===== src/rtl/pcpu_pkg.sv =====
// Shared PCPU types: ALU op codes, operand selects, ID/EX bundle.
// Forwarding is built in only when ID_EX_FORWARD_EN is defined.
package pcpu_pkg;

    localparam int PCPU_XLEN   = 32;
    localparam int PCPU_REG_AW = 5;

    localparam logic [3:0] ALU_ADD   = 4'b0000;
    localparam logic [3:0] ALU_SUB   = 4'b1000;
    localparam logic [3:0] ALU_AND   = 4'b0111;
    localparam logic [3:0] ALU_OR    = 4'b0110;
    localparam logic [3:0] ALU_XOR   = 4'b0100;
    localparam logic [3:0] ALU_SLT   = 4'b0010;
    localparam logic [3:0] ALU_SLTU  = 4'b0011;
    localparam logic [3:0] ALU_SLL   = 4'b0001;
    localparam logic [3:0] ALU_SRL   = 4'b0101;
    localparam logic [3:0] ALU_SRA   = 4'b1101;
    localparam logic [3:0] ALU_PASSB = 4'b1110;

    typedef enum logic [1:0] {
        SRC_A_RS1  = 2'd0,
        SRC_A_PC   = 2'd1,
        SRC_A_ZERO = 2'd2
    } src_a_e;

    typedef enum logic [1:0] {
        SRC_B_RS2  = 2'd0,
        SRC_B_IMM  = 2'd1,
        SRC_B_FOUR = 2'd2
    } src_b_e;

    typedef struct packed {
        logic                   valid;
        logic [PCPU_XLEN-1:0]   pc;
        logic [PCPU_XLEN-1:0]   rs1_data;
        logic [PCPU_XLEN-1:0]   rs2_data;
        logic [PCPU_XLEN-1:0]   imm;
        logic [PCPU_REG_AW-1:0] rs1;
        logic [PCPU_REG_AW-1:0] rs2;
        logic [PCPU_REG_AW-1:0] rd;
        logic [3:0]             alu_ctrl;
        logic [1:0]             src_a;
        logic [1:0]             src_b;
        logic                   reg_write;
        logic                   mem_read;
        logic                   mem_write;
        logic                   mem_to_reg;
        logic                   branch;
        logic                   jump;
        logic [2:0]             funct3;
    } id_ex_t;

    // All-zero bubble; alu_ctrl zero is ALU_ADD.
    localparam id_ex_t ID_EX_BUBBLE = '0;

endpackage


===== src/rtl/id_ex_stage_fwd_mux.sv =====
// Single-operand forwarding select.
// EX/MEM beats MEM/WB; x0 never forwards.
module fwd_mux #(
    parameter int XLEN   = 32,
    parameter int REG_AW = 5
) (
    input  logic [REG_AW-1:0] rs,
    input  logic [XLEN-1:0]   rf_data,
    input  logic [REG_AW-1:0] exm_rd,
    input  logic              exm_we,
    input  logic [XLEN-1:0]   exm_res,
    input  logic [REG_AW-1:0] wb_rd,
    input  logic              wb_we,
    input  logic [XLEN-1:0]   wb_res,
    output logic [XLEN-1:0]   data
);

    logic exm_hit;
    logic wb_hit;

    assign exm_hit = exm_we && (exm_rd != '0) && (exm_rd == rs);
    assign wb_hit  = wb_we && (wb_rd != '0) && (wb_rd == rs);

    always_comb begin
        data = rf_data;
        if (exm_hit)
            data = exm_res;
        else if (wb_hit)
            data = wb_res;
    end

endmodule


===== src/rtl/id_ex_stage.sv =====
// ID/EX pipeline register plus EX operand network and load-use detect.
// Define ID_EX_FORWARD_EN to build the EX/MEM and MEM/WB bypass.
module id_ex_stage
    import pcpu_pkg::*;
#(
    parameter int XLEN   = 32,
    parameter int REG_AW = 5
) (
    input  logic              clk,
    input  logic              rst,
    input  logic              stall_i,
    input  logic              flush_i,
    input  logic              id_valid_i,
    input  logic [XLEN-1:0]   id_pc_i,
    input  logic [XLEN-1:0]   id_rs1_data_i,
    input  logic [XLEN-1:0]   id_rs2_data_i,
    input  logic [XLEN-1:0]   id_imm_i,
    input  logic [REG_AW-1:0] id_rs1_i,
    input  logic [REG_AW-1:0] id_rs2_i,
    input  logic [REG_AW-1:0] id_rd_i,
    input  logic [3:0]        id_alu_ctrl_i,
    input  logic [1:0]        id_src_a_i,
    input  logic [1:0]        id_src_b_i,
    input  logic              id_reg_write_i,
    input  logic              id_mem_read_i,
    input  logic              id_mem_write_i,
    input  logic              id_mem_to_reg_i,
    input  logic              id_branch_i,
    input  logic              id_jump_i,
    input  logic [2:0]        id_funct3_i,
    input  logic [REG_AW-1:0] exm_rd_i,
    input  logic              exm_reg_write_i,
    input  logic [XLEN-1:0]   exm_result_i,
    input  logic [REG_AW-1:0] wb_rd_i,
    input  logic              wb_reg_write_i,
    input  logic [XLEN-1:0]   wb_result_i,
    output logic [XLEN-1:0]   alu_a_o,
    output logic [XLEN-1:0]   alu_b_o,
    output logic [3:0]        alu_ctrl_o,
    output logic [XLEN-1:0]   ex_store_data_o,
    output logic [XLEN-1:0]   ex_pc_o,
    output logic [XLEN-1:0]   ex_imm_o,
    output logic              ex_valid_o,
    output logic              ex_reg_write_o,
    output logic              ex_mem_read_o,
    output logic              ex_mem_write_o,
    output logic              ex_mem_to_reg_o,
    output logic              ex_branch_o,
    output logic              ex_jump_o,
    output logic [REG_AW-1:0] ex_rd_o,
    output logic [2:0]        ex_funct3_o,
    output logic              load_use_o
);

    id_ex_t nxt;
    id_ex_t r;

    always_comb begin
        nxt = ID_EX_BUBBLE;
        if (id_valid_i) begin
            nxt.valid      = 1'b1;
            nxt.pc         = id_pc_i;
            nxt.rs1_data   = id_rs1_data_i;
            nxt.rs2_data   = id_rs2_data_i;
            nxt.imm        = id_imm_i;
            nxt.rs1        = id_rs1_i;
            nxt.rs2        = id_rs2_i;
            nxt.rd         = id_rd_i;
            nxt.alu_ctrl   = id_alu_ctrl_i;
            nxt.src_a      = id_src_a_i;
            nxt.src_b      = id_src_b_i;
            nxt.reg_write  = id_reg_write_i;
            nxt.mem_read   = id_mem_read_i;
            nxt.mem_write  = id_mem_write_i;
            nxt.mem_to_reg = id_mem_to_reg_i;
            nxt.branch     = id_branch_i;
            nxt.jump       = id_jump_i;
            nxt.funct3     = id_funct3_i;
        end
    end

    always_ff @(posedge clk) begin
        if (rst)
            r <= ID_EX_BUBBLE;
        else if (flush_i)
            r <= ID_EX_BUBBLE;
        else if (!stall_i)
            r <= nxt;
    end

    logic [XLEN-1:0] rs1_fwd;
    logic [XLEN-1:0] rs2_fwd;

`ifdef ID_EX_FORWARD_EN
    fwd_mux #(.XLEN(XLEN), .REG_AW(REG_AW)) u_fwd_rs1 (
        .rs      (r.rs1),
        .rf_data (r.rs1_data),
        .exm_rd  (exm_rd_i),
        .exm_we  (exm_reg_write_i),
        .exm_res (exm_result_i),
        .wb_rd   (wb_rd_i),
        .wb_we   (wb_reg_write_i),
        .wb_res  (wb_result_i),
        .data    (rs1_fwd)
    );

    fwd_mux #(.XLEN(XLEN), .REG_AW(REG_AW)) u_fwd_rs2 (
        .rs      (r.rs2),
        .rf_data (r.rs2_data),
        .exm_rd  (exm_rd_i),
        .exm_we  (exm_reg_write_i),
        .exm_res (exm_result_i),
        .wb_rd   (wb_rd_i),
        .wb_we   (wb_reg_write_i),
        .wb_res  (wb_result_i),
        .data    (rs2_fwd)
    );

    // Only a load in EX cannot be bypassed in time.
    assign load_use_o = r.valid && r.mem_read && (r.rd != '0) &&
                        id_valid_i &&
                        ((id_rs1_i == r.rd) || (id_rs2_i == r.rd));
`else
    logic unused_fwd;
    logic ex_hit;
    logic exm_hit;
    logic wb_hit;

    assign rs1_fwd    = r.rs1_data;
    assign rs2_fwd    = r.rs2_data;
    assign unused_fwd = ^{exm_result_i, wb_result_i, r.rs1, r.rs2};

    // Without bypass, any in-flight producer of a source must retire first.
    assign ex_hit  = r.valid && r.reg_write && (r.rd != '0) &&
                     ((id_rs1_i == r.rd) || (id_rs2_i == r.rd));
    assign exm_hit = exm_reg_write_i && (exm_rd_i != '0) &&
                     ((id_rs1_i == exm_rd_i) || (id_rs2_i == exm_rd_i));
    assign wb_hit  = wb_reg_write_i && (wb_rd_i != '0) &&
                     ((id_rs1_i == wb_rd_i) || (id_rs2_i == wb_rd_i));

    assign load_use_o = id_valid_i && (ex_hit || exm_hit || wb_hit);
`endif

    always_comb begin
        case (r.src_a)
            SRC_A_RS1:  alu_a_o = rs1_fwd;
            SRC_A_PC:   alu_a_o = r.pc;
            default:    alu_a_o = '0;
        endcase
    end

    always_comb begin
        case (r.src_b)
            SRC_B_RS2:  alu_b_o = rs2_fwd;
            SRC_B_IMM:  alu_b_o = r.imm;
            SRC_B_FOUR: alu_b_o = XLEN'(4);
            default:    alu_b_o = '0;
        endcase
    end

    assign alu_ctrl_o      = r.alu_ctrl;
    assign ex_store_data_o = rs2_fwd;
    assign ex_pc_o         = r.pc;
    assign ex_imm_o        = r.imm;
    assign ex_valid_o      = r.valid;
    assign ex_reg_write_o  = r.reg_write;
    assign ex_mem_read_o   = r.mem_read;
    assign ex_mem_write_o  = r.mem_write;
    assign ex_mem_to_reg_o = r.mem_to_reg;
    assign ex_branch_o     = r.branch;
    assign ex_jump_o       = r.jump;
    assign ex_rd_o         = r.rd;
    assign ex_funct3_o     = r.funct3;

endmodule


===== config.mk =====
export PLATFORM = sky130hd
export DESIGN_NAME = id_ex_stage
export DESIGN_NICKNAME = d
export VERILOG_FILES = /design/src/rtl/pcpu_pkg.sv /design/src/rtl/id_ex_stage_fwd_mux.sv /design/src/rtl/id_ex_stage.sv
export SDC_FILE = /design/constraint.sdc
export NUM_CORES = 1
export LEC_CHECK = 0
export CORE_AREA = 2 2 162 164
export DETAILED_ROUTE_END_ITERATION = 8
export DIE_AREA = 0 0 164 166
export GPL_ROUTABILITY_DRIVEN = 0
export PLACE_DENSITY = 0.64
export REMOVE_ABC_BUFFERS = 1
export SYNTH_ARGS = -nofsm -noshare
export SYNTH_HDL_FRONTEND = slang
export SYNTH_SLANG_ARGS = --single-unit
export TNS_END_PERCENT = 30

===== constraint.sdc =====
create_clock -name clk -period 3.5 [get_ports clk]
set_input_delay 1.05 -clock clk [delete_from_list [all_inputs] [get_ports clk]]
set_output_delay 1.05 -clock clk [all_outputs]
set_load 0.005 [all_outputs]

Yosys cells after proc, flatten, opt, wreduce, memory -nomap -nowiden. Index checks and enable logic that the tools add are counted. Widths: inputs -> output; s select.

Muxes and demuxes: 3. Reduce and logical (&&, ||, !) cells: 19. Eq/ne operators: 9.

Operator list (number): $mux 161 (1); $pmux 32 s3 (1); $pmux 32 s2 (1); $eq 5x5->1 (6); $reduce_bool 5->1 (3); $logic_and 1x1->1 (8); $logic_or 1x1->1 (5); $eq 2x1->1 const B (2); $logic_not 2->1 (2); $eq 2x2->1 const B (1); $reduce_or 2->1 (1).

Bits in registers: 151. Output and inout bits: 180. Word-level logic and storage cells: 47. Input port bits: 241.

Longest topological paths before layout. Gate-level depths: netlist (run 1).

Depth in word-level cells: 6. Mapped depth: 7. Gate-level depth less buffers: 5.

Least setup slack after synthesis (run 1). No wires, ideal clock.

Kind: in2out. From: input port exm_rd_i[1]. To: output port load_use_o. Setup slack: 317 ps. Data arrival time: 2133 ps. Required time: 2450 ps. Path buffers: 0. Stages: 4. Cell sequence: or4_1 o211ai_1 a21oi_1 or3_1.

Longest elaborated chain between the ends: 6. Elaborated cells between the ends (all ways): 9. Those cells by class: eq/ne (2); reduce/logical (7).

RTL lines: from (decl) (line id_ex_stage.sv:31) `input logic [REG_AW-1:0] exm_rd_i,`; $eq 5x5->1 / $reduce_bool 5->1 (equally long branches) (line id_ex_stage.sv:137, id_ex_stage.sv:136); $logic_or 1x1->1 / $logic_and 1x1->1 (equally long branches) (line id_ex_stage.sv:137, id_ex_stage.sv:136); $logic_and 1x1->1 * (line id_ex_stage.sv:136) `assign exm_hit = exm_reg_write_i && (exm_rd_i != '0) &&`; $logic_or 1x1->1 * (2 in series) (line id_ex_stage.sv:141) `assign load_use_o = id_valid_i && (ex_hit || exm_hit || wb_hit);`; $logic_and 1x1->1 * (line id_ex_stage.sv:141); to (decl) (line id_ex_stage.sv:52) `output logic load_use_o`.

Mark *: on every way between the ends. The rest lies on a longest branch, timed or not.

Final worst setup path (run 1).
From: input port exm_rd_i[4]. To: output port load_use_o.

The elaborated chain is that of the path after synthesis.

==> out/qor.csv, run 1 <==
metric,value,unit
status,"finished, final reports clean",
die_y,166,um
dieArea,27220,um2
final_util,0.4229,
max_stage_delay,0.51,ns
insertion_delay,0.41,ns
critPathMaxFanout,2,
ys_types,19,
rows,59,
ioPinCount,421,
cts_root_buffer,clkbuf_16,
portBuffers,356,
fmax,293.2,MHz
p_leak,3.869,nW
finalCritPeriodShare,0.9743,
yosys-top-cells-count,"214 x nor2_1, 151 x dfxtp_1, 150 x a22oi_1, 108 x buf_4, 63 x mux2i_1",
skew,0,ns
maxCapViolations,0,
path_cells,clkbuf_2 -> or4_1 -> o211ai_1 -> a21oi_1 -> or3_1 -> buf_2,
dp_hpwl,16.00,mm
slew_headroom,0.5912,
crit_arrival,2.36,ns
startpoint_type,primary input,
power_density,385.7,nW/um2
wl_per_cell,16.42,um
antenna_cells,0,
grt_first_pass_wirelength,35.16,mm
die_w,164,um
cts_buffers,17,
rsz0062_at_grt,false,
ctsHoldBuffers,0,
grt_use_total,0.1614,
setup_viol,0,
required,2.45,ns
worst_pin_slew,0.6124,ns
stdcell_count,1385,
ir_drop,0.2763,mV
initial_core_util,0.2768,
crit_path_end_kind,primary output,
yosys_warnings,0,
dp_cells,1353,
synth_flop_cell,dfxtp_1,
ant_nets,0,
fill_cells,2520,
path_clk_slew,0.06,ns
first_pass_iters,4,
drt_iter0_markers,411,
vias,6482,
cp_top_family,simple AND/OR/NAND/NOR gates,
hold_slack,0.5106,ns
h-tree-depth,4,
p_total,4.178,mW
cts_tree,done,
routed_via_density,4.680,
cts_sinks,151,
worstSetupPathType,in -> out,
grt_max_degree,80,
yosys.area.top_type,dfxtp_1,
synthTopCellsByArea,"dfxtp_1 43%, a22oi_1 16%, buf_4 11%",
area_growth,52.79,%
finalWirelength,22.74,mm
netlist.area_leader.share,0.4264,
synth_edf_count,0,
ys_seq_area_frac,0.4264,
grt_pass1_vias,6292,
synth_cells,811,
core_area,25620,um2
path_buf_inv,2,
hp-class,reg -> reg,
drive_gt1_frac,0.06571,
antenna_found_initial,0,
nNetsFinal,1278,
min_period,3.410,ns
report.final.slew_viol_count,0,
ys_seq_elements,151,
syn_area,7089,um2
hold_violations,0,
worst_path_max_delay_cell,or4_1,
avgSynthCellArea,8.741,um2
yosysMostFrequentCell,nor2_1,
cts_buffer_depth,2,
drc_errors,0,
grt_overflow,0,
synthArstFlopShare,0,
==> repair_timing <==
| item | in CTS | in global routing |
|---|---|---|
| buffers inserted | 0 | 0 |
| endpoints found under the setup margin | 1 | 1 |
| cloned | 0 | 0 |
| gates resized for setup | 33 | 8 |
| pin swaps | 5 | 5 |
==> worst register-to-register path: cells and delay by family (launching register included) <==
family	cells	cell delay, ns
compound gates	1	0.11
buf+inv	1	0.27
flops	1	0.66
simple gates	1	0.10
==> sequential cells by signal, indices dropped and copies added, names as in the netlist, 3 cells and up <==
signal,flops
ex_imm_o,32
ex_pc_o,32
ex_store_data_o,32
rs1_fwd,32
ex_rd_o,5
alu_ctrl_o,4
r,4
ex_funct3_o,3
==> path summary, 6_finish.rpt <==
kind,startpoint,endpoint,slack [ns],cells after the start
worst max register to register,r[11],r[11],2.29,3
worst min register to register,rs1_fwd[6],rs1_fwd[6],0.51,2
worst min-delay path,rs1_fwd[6],rs1_fwd[6],0.51,2
worst max-delay path,exm_rd_i[4],load_use_o,0.09,6
==> per-stage QoR <==
stage                     setup slack [ns]  area [um2]  setup TNS [ns]
final                              0.08980       10830               0
after global routing               0.03339       10830               0
after CTS                         0.001941       10850               0
after detailed placement           -0.5675       10290         -0.5675
after global placement             -0.6029       10290         -0.6029
after floorplan                     -3.015        6007         -454.91
==> cells by family (layout without fill, tap and decap cells) <==
logic type | Yosys count | in the layout | share of synthesized area
muxes | 63 | 63 | 0.08895
DFF | 151 | 151 | 0.4264
buffers and inverters | 175 | 414 | 0.1527
xor gates and xnor gates | 30 | 30 | 0.03706
and+or+nand+nor | 234 | 234 | 0.1292
AOI/OAI and AO/OA | 158 | 158 | 0.1657
==> cell type report <==
type | count | area, um2 | share of cell area
timing repair buffer | 382 | 3806 | 0.3514
tap | 335 | 419.2 | 0.03870
clock buffer | 20 | 446.7 | 0.04124
clock inverter | 12 | 140.1 | 0.01294
sequential | 151 | 3025 | 0.2793
multi-input combinational | 485 | 2994 | 0.2764
==> power by group <==
group | switching [mW] | leakage [nW] | internal (mW)
registers | 0.0296 | 1.22 | 1.75
clock network | 0.763 | 0.283 | 1.08
logic | 0.217 | 2.36 | 0.333
total | 1.01 | 3.87 | 3.17
==> cells in the final DEF, fill, tap and decap left out <==
| cell type | instances |
|---|---|
| nor2b_4 | 1 |
| o211ai_1 | 2 |
| xor2_1 | 18 |
| inv_8 | 1 |
| buf_4 | 19 |
| nor3_1 | 7 |
| mux2i_1 | 63 |
| nand2b_1 | 1 |
| clkbuf_16 | 17 |
| nor2_1 | 214 |
| a22oi_1 | 150 |
| inv_6 | 3 |
| clkbuf_1 | 2 |
| or4_1 | 3 |
| bufinv_16 | 2 |
| clkinv_4 | 2 |
| clkdlybuf4s15_1 | 1 |
| buf_2 | 4 |
| or2_4 | 1 |
| clkbuf_8 | 1 |
| clkbuf_2 | 4 |
| a21oi_1 | 5 |
| clkdlybuf4s50_1 | 335 |
| dlygate4sd2_1 | 10 |
| clkinv_2 | 2 |
| clkinvlp_4 | 2 |
| or3_1 | 1 |
| dlymetal6s2s_1 | 1 |
| dfxtp_1 | 149 |
| dfxtp_2 | 2 |
| buf_12 | 8 |
| xnor2_1 | 12 |
| o2111ai_1 | 1 |
| nand3_1 | 6 |
==> per-layer routing <==
| layer | global-route usage | wire, um | share of wire |
|---|---|---|---|
| met5 | 0 | 0 | 0 |
| met4 | 0.04653 | 410 | 0.018 |
| met3 | 0.04645 | 1558 | 0.069 |
| met2 | 0.2715 | 11070 | 0.49 |
| met1 | 0.1997 | 9698 | 0.43 |
No activity file was read; power rests on OpenSTA's default activity.
==> inputs of run 2 (changes only) <==
--- a/config.mk
+++ b/config.mk
@@ -9,7 +9,7 @@
 export DETAILED_ROUTE_END_ITERATION = 8
 export DIE_AREA = 0 0 164 166
 export GPL_ROUTABILITY_DRIVEN = 0
-export PLACE_DENSITY = 0.64
+export PLACE_DENSITY_LB_ADDON = 0.2
 export REMOVE_ABC_BUFFERS = 1
 export SYNTH_ARGS = -nofsm -noshare
 export SYNTH_HDL_FRONTEND = slang
==> out/qor.csv, run 2 (same netlist as run 1, synthesis figures left out) <==
metric,value,unit,change
dp_hpwl,16.75,mm,+4.7%
grt_first_pass_wirelength,36.86,mm,+4.8%
ioPinCount,421,,unchanged
path_clk_slew,0.06,ns,about the same
core_area,25620,um2,unchanged
wl_per_cell,17.39,um,+5.9%
min_period,3.449,ns,+0.03858 ns
rsz0062_at_grt,false,,
nNetsFinal,1284,,+0.47%
final_common_cell,clkdlybuf4s50_1,,
cts_buffers,17,,unchanged
routed_via_density,4.684,,about the same
dp_cells,1359,,+0.44%
worst_pin_slew,0.5868,ns,-0.02558 ns
cts_root_buffer,clkbuf_16,,
rr_startpoint,r[10],,
rrSetupSlack,2.29,ns,about the same
p_total,4.191,mW,+0.31%
hp-start,rs1_fwd[31],,
drive_gt1_frac,0.07109,,+0.005376
skew,0,ns,unchanged
hold_violations,0,,unchanged
fin_area,10850,um2,+0.20%
area_growth,53.09,%,
hp-class,reg -> reg,,
final_cell_mix,"335 x clkdlybuf4s50_1, 214 x nor2_1, 150 x a22oi_1",,
grt_max_degree,109,,+36%
p_leak,3.877,nW,+0.21%
slew_headroom,0.6088,,+0.01761
finalCritPeriodShare,0.9854,,+0.01102
rr_worst_depth,3,,unchanged
crit_arrival,2.40,ns,+0.04 ns
startpoint_type,primary input,,
fmax,290.0,MHz,-1.1%
power_density,386.1,nW/um2,+0.12%
insertion_delay,0.42,ns,about the same
cts_tree,done,,
ant_nets,0,,unchanged
fill_cells,2560,,+1.6%
report.final.slew_viol_count,0,,unchanged
initial_core_util,0.2768,,unchanged
whs_path_depth,2,,unchanged
grt_overflow,0,,unchanged
critPathMaxFanout,2,,unchanged
hold_slack,0.5136,ns,+0.003035 ns
ctsHoldBuffers,0,,unchanged
grt_use_total,0.1721,,+0.01065
die_y,166,um,unchanged
status,"finished, final reports clean",,
crit_path_end_kind,primary output,,
portBuffers,356,,unchanged
required,2.45,ns,about the same
setup_viol,0,,unchanged
h-tree-depth,4,,unchanged
antenna_cells,0,,unchanged
die_w,164,um,unchanged
ir_drop,0.2298,mV,-17%
post_dp_cell_area,10300,um2,about the same
drc_errors,0,,unchanged
cts_buffer_depth,2,,unchanged
finalWirelength,24.17,mm,+6.3%
cts_sinks,151,,unchanged
holdPathEnd,rs1_fwd[31],,
worstSetupPathType,in -> out,,
stdcell_count,1390,,+0.36%
antenna_found_initial,2,,+2
dieArea,27220,um2,unchanged
maxCapViolations,0,,unchanged
drt_iter0_markers,317,,-23%
first_pass_iters,4,,unchanged
rr_endpoint,r[10],,
rows,59,,unchanged
vias,6511,,+0.45%
setup-tns-final,0,ns,unchanged
grt_pass1_vias,6434,,+2.3%
run 2: stage by stage:
stage | setup WS (ns) | utilization
floorplan | -3.015 | -
global placement | -0.6232 | 0.4022
detailed placement | -0.6159 | 0.4022
CTS | 0.003645 | 0.4237
global route | 0.006145 | 0.4237
finish | 0.05122 | 0.4237
run 2: area by class of cell:
cell class	instances	area (um2)	share of cell area
timing repair buffer	388	3825	0.3524
multi-input combinational	485	2998	0.2762
clock inverter	12	142.6	0.01314
sequential	151	3025	0.2788
clock buffer	19	442.9	0.04081
tap	335	419.2	0.03862
run 2: repair_timing:
action,in CTS,in global routing
setup buffers,0,0
gates resized for setup,38,3
cloned,0,0
pin swaps,5,4
endpoints found under the setup margin,1,1
run 2: how the worst max path moves through the flow:
stage	startpoint	cells past startpoint	end	slack (ns)
after detailed placement	exm_rd_i[2]	6	load_use_o	-0.62
after CTS	exm_rd_i[0]	7	load_use_o	0.004
after global routing	wb_rd_i[2]	6	load_use_o	0.006
final	wb_rd_i[2]	6	load_use_o	0.05
after floorplan	stall_i	3	alu_ctrl_o[0]	-3.01
after global placement	exm_rd_i[2]	6	load_use_o	-0.62
run 2: metal layers:
layer  GRT usage  wire, um
met5           0        24
met4     0.04653       354
met3     0.04920      1676
met2      0.2961     11810
met1      0.2087     10300
run 2: power breakdown:
part | total [mW] | internal [mW] | switching, mW
combinational | 0.554 | 0.334 | 0.220
sequential | 1.78 | 1.75 | 0.0290
clock | 1.85 | 1.08 | 0.777
total | 4.19 | 3.16 | 1.03
run 2: worst max-delay path: stages:
cell and delay (ns):
buf_2 0.10, or4_1 0.50, o211ai_1 0.17, a21oi_1 0.08
or3_1 0.35, buf_2 0.13
